[src/rtl/controlador_jogo.sv]
// rtl/controlador_jogo.sv - battleship attack sequencer: confirm debounce, map scan, shot validation, hit/try bookkeeping
module controlador_jogo #(
    parameter int MAX_TENTATIVAS  = 20,
    parameter int DEBOUNCE_CICLOS = 4
) (
    input  logic       i_clock,
    input  logic       i_reset,
    input  logic [1:0] i_modo,
    input  logic       i_confirmar,
    input  logic [2:0] i_coord_linha,
    input  logic [2:0] i_coord_coluna,
    output logic [2:0] o_rd_linha,
    output logic [2:0] o_rd_coluna,
    input  logic       i_rd_dado,
    output logic       o_disparo_valido,
    output logic       o_acerto,
    output logic       o_erro_coord,
    output logic [5:0] o_acertos,
    output logic [5:0] o_tentativas_rest,
    output logic [5:0] o_total_navios,
    output logic [2:0] o_estado,
    output logic       o_vitoria,
    output logic       o_derrota
);

    typedef enum logic [2:0] {
        S_DESL  = 3'd0,
        S_PREP  = 3'd1,
        S_CONT  = 3'd2,
        S_ESP   = 3'd3,
        S_VERIF = 3'd4,
        S_VIT   = 3'd5,
        S_DER   = 3'd6
    } estado_t;

    localparam logic [3:0] DB_ULTIMO = 4'(DEBOUNCE_CICLOS - 1);

    estado_t     r_estado;
    logic        r_sync1, r_sync2;
    logic        r_pressionado;
    logic [3:0]  r_db_cnt;
    logic [34:0] r_bitmap;
    logic [2:0]  r_scan_lin, r_scan_col;
    logic [2:0]  r_lat_lin, r_lat_col;
    logic [5:0]  r_total, r_acertos, r_tent;
    logic        r_erro;

    logic        w_press;
    logic        w_fora;
    logic [5:0]  w_idx_esp, w_idx_lat;
    logic [5:0]  w_total_next, w_acertos_next, w_tent_next;

    // Press fires on the sample that completes the run of stable highs.
    assign w_press = !r_pressionado && r_sync2 && (r_db_cnt == DB_ULTIMO);

    always_ff @(posedge i_clock or posedge i_reset) begin
        if (i_reset) begin
            r_sync1       <= 1'b0;
            r_sync2       <= 1'b0;
            r_pressionado <= 1'b0;
            r_db_cnt      <= 4'd0;
        end else begin
            r_sync1 <= i_confirmar;
            r_sync2 <= r_sync1;
            if (r_sync2 == r_pressionado) begin
                r_db_cnt <= 4'd0;
            end else if (r_db_cnt == DB_ULTIMO) begin
                r_db_cnt      <= 4'd0;
                r_pressionado <= r_sync2;
            end else begin
                r_db_cnt <= r_db_cnt + 4'd1;
            end
        end
    end

    assign w_fora       = (i_coord_linha > 3'd6) || (i_coord_coluna > 3'd4);
    assign w_idx_esp    = {3'b000, i_coord_linha} * 6'd5 + {3'b000, i_coord_coluna};
    assign w_idx_lat    = {3'b000, r_lat_lin} * 6'd5 + {3'b000, r_lat_col};
    assign w_total_next = r_total + {5'b00000, i_rd_dado};
    assign w_acertos_next = (i_rd_dado && r_acertos != 6'd63) ? r_acertos + 6'd1 : r_acertos;
    assign w_tent_next  = (r_tent == 6'd0) ? 6'd0 : r_tent - 6'd1;

    always_ff @(posedge i_clock or posedge i_reset) begin
        if (i_reset) begin
            r_estado   <= S_DESL;
            r_bitmap   <= '0;
            r_scan_lin <= 3'd0;
            r_scan_col <= 3'd0;
            r_lat_lin  <= 3'd0;
            r_lat_col  <= 3'd0;
            r_total    <= 6'd0;
            r_acertos  <= 6'd0;
            r_tent     <= 6'd0;
            r_erro     <= 1'b0;
        end else begin
            r_erro <= 1'b0;
            if (i_modo != 2'b10) begin
                r_estado   <= (i_modo == 2'b01) ? S_PREP : S_DESL;
                r_bitmap   <= '0;
                r_scan_lin <= 3'd0;
                r_scan_col <= 3'd0;
                r_total    <= 6'd0;
                r_acertos  <= 6'd0;
                r_tent     <= 6'd0;
            end else begin
                case (r_estado)
                    S_DESL, S_PREP: begin
                        r_estado   <= S_CONT;
                        r_scan_lin <= 3'd0;
                        r_scan_col <= 3'd0;
                        r_total    <= 6'd0;
                        r_acertos  <= 6'd0;
                        r_tent     <= 6'(MAX_TENTATIVAS);
                        r_bitmap   <= '0;
                    end
                    S_CONT: begin
                        r_total <= w_total_next;
                        if (r_scan_lin == 3'd6 && r_scan_col == 3'd4) begin
                            r_estado <= (w_total_next == 6'd0) ? S_VIT : S_ESP;
                        end else if (r_scan_col == 3'd4) begin
                            r_scan_col <= 3'd0;
                            r_scan_lin <= r_scan_lin + 3'd1;
                        end else begin
                            r_scan_col <= r_scan_col + 3'd1;
                        end
                    end
                    S_ESP: begin
                        if (w_press) begin
                            if (w_fora || r_bitmap[w_idx_esp]) begin
                                r_erro <= 1'b1;
                            end else begin
                                r_lat_lin <= i_coord_linha;
                                r_lat_col <= i_coord_coluna;
                                r_estado  <= S_VERIF;
                            end
                        end
                    end
                    S_VERIF: begin
                        r_bitmap[w_idx_lat] <= 1'b1;
                        r_acertos <= w_acertos_next;
                        r_tent    <= w_tent_next;
                        // Victory is tested first so a final-try hit is not a loss.
                        if (w_acertos_next == r_total)
                            r_estado <= S_VIT;
                        else if (w_tent_next == 6'd0)
                            r_estado <= S_DER;
                        else
                            r_estado <= S_ESP;
                    end
                    S_VIT, S_DER: r_estado <= r_estado;
                    default:      r_estado <= S_DESL;
                endcase
            end
        end
    end

    always_comb begin
        o_rd_linha  = 3'd0;
        o_rd_coluna = 3'd0;
        case (r_estado)
            S_CONT: begin
                o_rd_linha  = r_scan_lin;
                o_rd_coluna = r_scan_col;
            end
            S_ESP: begin
                o_rd_linha  = i_coord_linha;
                o_rd_coluna = i_coord_coluna;
            end
            S_VERIF: begin
                o_rd_linha  = r_lat_lin;
                o_rd_coluna = r_lat_col;
            end
            default: begin
                o_rd_linha  = 3'd0;
                o_rd_coluna = 3'd0;
            end
        endcase
    end

    assign o_disparo_valido  = (r_estado == S_VERIF);
    assign o_acerto          = (r_estado == S_VERIF) && i_rd_dado;
    assign o_erro_coord      = r_erro;
    assign o_acertos         = r_acertos;
    assign o_tentativas_rest = r_tent;
    assign o_total_navios    = r_total;
    assign o_estado          = r_estado;
    assign o_vitoria         = (r_estado == S_VIT);
    assign o_derrota         = (r_estado == S_DER);

endmodule

[config.mk]
export PLATFORM = sky130hd
export DESIGN_NAME = controlador_jogo
export DESIGN_NICKNAME = d
export VERILOG_FILES = /design/src/rtl/controlador_jogo.sv
export SDC_FILE = /design/constraint.sdc
export NUM_CORES = 1
export LEC_CHECK = 0
export ABC_AREA = 1
export CELL_PAD_IN_SITES_DETAIL_PLACEMENT = 1
export CELL_PAD_IN_SITES_GLOBAL_PLACEMENT = 2
export CORE_MARGIN = 5
export CORE_UTILIZATION = 31
export CTS_CLUSTER_DIAMETER = 60
export CTS_CLUSTER_SIZE = 28
export DETAILED_ROUTE_END_ITERATION = 6
export MAX_ROUTING_LAYER = met4
export PLACE_DENSITY_LB_ADDON = 0.1
export SLEW_MARGIN = 20
export SYNTH_ARGS = -nofsm -noshare
export SYNTH_HDL_FRONTEND = slang
export SYNTH_SLANG_ARGS = --single-unit
export TNS_END_PERCENT = 30
[constraint.sdc]
create_clock -name i_clock -period 2.5 [get_ports i_clock]
set_input_delay 0.75 -clock i_clock [delete_from_list [all_inputs] [get_ports i_clock]]
set_output_delay 0.75 -clock i_clock [all_outputs]
set_load 0.02 [all_outputs]
==> flow_metrics.env <==
export IMPL_peakVddDrop_mv=0.299
export IMPL_start_util_pct=31.3
export IMPL_placed_area_mm2=0.00577
export IMPL_grt_pass1_wl_um=23500
export IMPL_final_min_clock_period_ns=2.67
export IMPL_grt_usage_pct=17.0
export IMPL_start_kind="input port"
export IMPL_ys_seq_area_share_pct=40.4
export IMPL_max_slew_margin_pct=57.3
export IMPL_async_flop_share_pct=100
export IMPL_synthDistinctLibCells=46
export IMPL_drt_iter0_drc=133
export IMPL_synth_compound_area_share_pct=15.6
export IMPL_placeableCoreArea_mm2=0.0150
export IMPL_cp_required_ns=2.75
export IMPL_nets=710
export IMPL_ant_nets=0
export IMPL_grt_max_degree=77
export IMPL_clock_sinks=76
export IMPL_syn_avg_cell_area_um2=8.21
export IMPL_yosys_warnings=0
export IMPL_cts_buffer_depth=2
export IMPL_powerDensity_mw_per_mm2=555
export IMPL_muxShareOfSynthArea_pct=0
export IMPL_dp_cells=843
export IMPL_remaining_drc_errors=0
export IMPL_postLayoutCellArea_mm2=0.00627
export IMPL_synth_edff_count=0
export IMPL_route_final_wire_length_um=14000
export IMPL_num_fill_cells=1766
export IMPL_layout_cells_non_filler=861
export IMPL_ff_latch_area_mm2=0.00190
export IMPL_syn_inst=573
export IMPL_first_global_vias=4655
export IMPL_crit_path_end_kind="flip-flop"
export IMPL_finalCoreUtilization_pct=41.7
export IMPL_yosys_area_share_adder_pct=8.30
export IMPL_fin_setup_tns_ns=-1.43
export IMPL_io_buffers=43
export IMPL_final_common_cell="nand2_1"
export IMPL_die_area_mm2=0.0177
export IMPL_synth_top_family_by_area="simple AND/OR/NAND/NOR gates"
export IMPL_insertion_delay_ns=0.35
export IMPL_cts_tree="built"
export IMPL_antenna_found_initial=0
export IMPL_fmax_ghz=0.374
export IMPL_drive_gt1_share_pct=25.9
export IMPL_holdCritPathClass="reg2reg"
export IMPL_multiInputGateArea_mm2=0.00266
export IMPL_setup_viol=10
export IMPL_vias_per_cell=4.95
export IMPL_rsz0062_at_grt="true"
export IMPL_crit_type="in2reg"
export IMPL_cts_made_buffers=9
export IMPL_worstMarginPinSlew_ns=0.636
export IMPL_post_route_period_util_pct=107
export IMPL_rows=45
export IMPL_vias=4260
export IMPL_syn_cell_area_mm2=0.00470
export IMPL_skew_ns=0.00727
export IMPL_ys_seq_elements=76
export IMPL_dp_hpwl_um=10600
export IMPL_crit_fanout=5
export IMPL_gp_congestion=0.829
export IMPL_die_w_um=133
export IMPL_die_h_um=133
export IMPL_fin_ws_ns=-0.173
export IMPL_area_growth_syn_to_layout_pct=33.4
export IMPL_clkTransAtPathRegs_ns=0.07
export IMPL_dr_pass1_iters=4
export IMPL_avgRoutedWirePerCell_um=16.2
export IMPL_overflow=0
export IMPL_yosys_area_share_xor_xnor_pct=2.61
export IMPL_finalHoldViolCount=0
export IMPL_synth_simple_area_share_pct=24.0
export IMPL_status="finished with violations"
export IMPL_synthesis_nets=615
export IMPL_slew_viol_final=0
export IMPL_ys_flop_type="dfrtp_1"
export IMPL_final_cell_mix="nand2_1 (122), dfrtp_1 (74), inv_1 (66)"
export IMPL_drv_cap=0
export IMPL_ctsHoldBuffers=0
export IMPL_violations="setup timing"
export IMPL_h_tree_depth=3
export IMPL_clk_root_buffer_cell="clkbuf_16"
export IMPL_n_antenna_cell=0
export IMPL_cp_data_arrival_time_ns=2.92
export IMPL_p_leak_nw=2.91
export IMPL_power_total_mw=3.48
export IMPL_io_pins=44
## sequential cells by signal, summed over array words and instances, names as in the netlist, 4 cells and up
signal	count
r_bitmap	35
o_tentativas_rest	6
o_acertos	6
o_total_navios	6
r_db_cnt	4
## what timing repair did
action / CTS / global route
endpoints found under the setup margin: 20 / 33
pin swaps: 19 / 8
gates cloned: 1 / 0
setup buffers: 1 / 0
resized for setup: 79 / 24
## final timing paths
check,startpoint,to,slack [ns],depth (start not counted)
worst min-delay path,r_sync1,r_sync2,0.37,0
min in group asynchronous,i_reset,o_total_navios[0],0.88,3
worst min register to register,r_sync1,r_sync2,0.37,0
worst max-delay path,i_coord_linha[2],o_erro_coord,-0.17,13
worst max register to register,r_lat_lin[0],r_bitmap[12],0.21,8
max in group asynchronous,i_reset,o_estado[2],1.26,3
## per-stage QoR
stage	setup WS [ns]	hold slack, ns
3_3_place_gp	-0.947	0.336
3_5_place_dp	-1.00	0.352
2_1_floorplan	-0.141	0.331
6_report	-0.173	0.366
4_1_cts	-0.190	0.372
5_1_grt	-0.261	0.377
## synthesized netlist by cell type, types with 3 or more instances
cell type | count | share of area (%)
nand3_1 | 44 | 4.7
nor2_2 | 6 | 0.80
o21ai_2 | 6 | 1.1
nand3_2 | 5 | 1.1
a21oi_2 | 4 | 0.74
o22ai_1 | 26 | 3.5
o221ai_1 | 4 | 0.74
xor2_1 | 12 | 2.2
nand2_1 | 128 | 10
inv_1 | 69 | 5.5
nor3_1 | 8 | 0.85
o21ai_0 | 38 | 4.0
dfrtp_1 | 76 | 40
a21oi_1 | 17 | 1.8
nor3_2 | 3 | 0.64
inv_2 | 9 | 0.72
o21ai_1 | 5 | 0.53
buf_6 | 7 | 1.7
buf_4 | 4 | 0.64
o211ai_1 | 12 | 1.9
ha_1 | 28 | 7.4
nand2_2 | 6 | 0.80
nor2_1 | 25 | 2.0
## kinds of logic after synthesis
kind of cell / count (synthesis)
simple gates: 239
flops: 76
xor+xnor: 14
buf+inv: 95
fa+ha+maj: 30
compound gates: 119
## power by group
part | internal (mW) | switching [mW] | total (mW)
Combinational | 0.324 | 0.477 | 0.801
Clock | 0.789 | 0.585 | 1.37
Sequential | 1.27 | 0.0340 | 1.31
## cell type report
cell class,instances,area share [%]
clock inverters,7,1.32
multi-input cells,403,42.4
repair buffers,99,13.7
clock buffers,9,3.59
inverters,79,4.91
well taps,188,3.75
flip-flops and latches,76,30.3
## critical path, cell delays in order
cell	delay (ns)
buf_8	0.10
ha_4	0.23
ha_4	0.24
fa_2	0.69
inv_4	0.08
nand3_2	0.09
nand3_2	0.09
nand3_2	0.08
nand3_2	0.09
nand2_4	0.12
inv_4	0.07
buf_4	0.14
nor4_4	0.14
## layer usage
metal  up-vias  global-route usage, %  wire [um]
met1      2082                   19.9       6190
met4         0                   4.63        150
met3        13                   2.57        330
met5         -                      -          0
met2        44                   30.3       7310
li1       2121                      -          -
(Power assumes the default switching activity.)
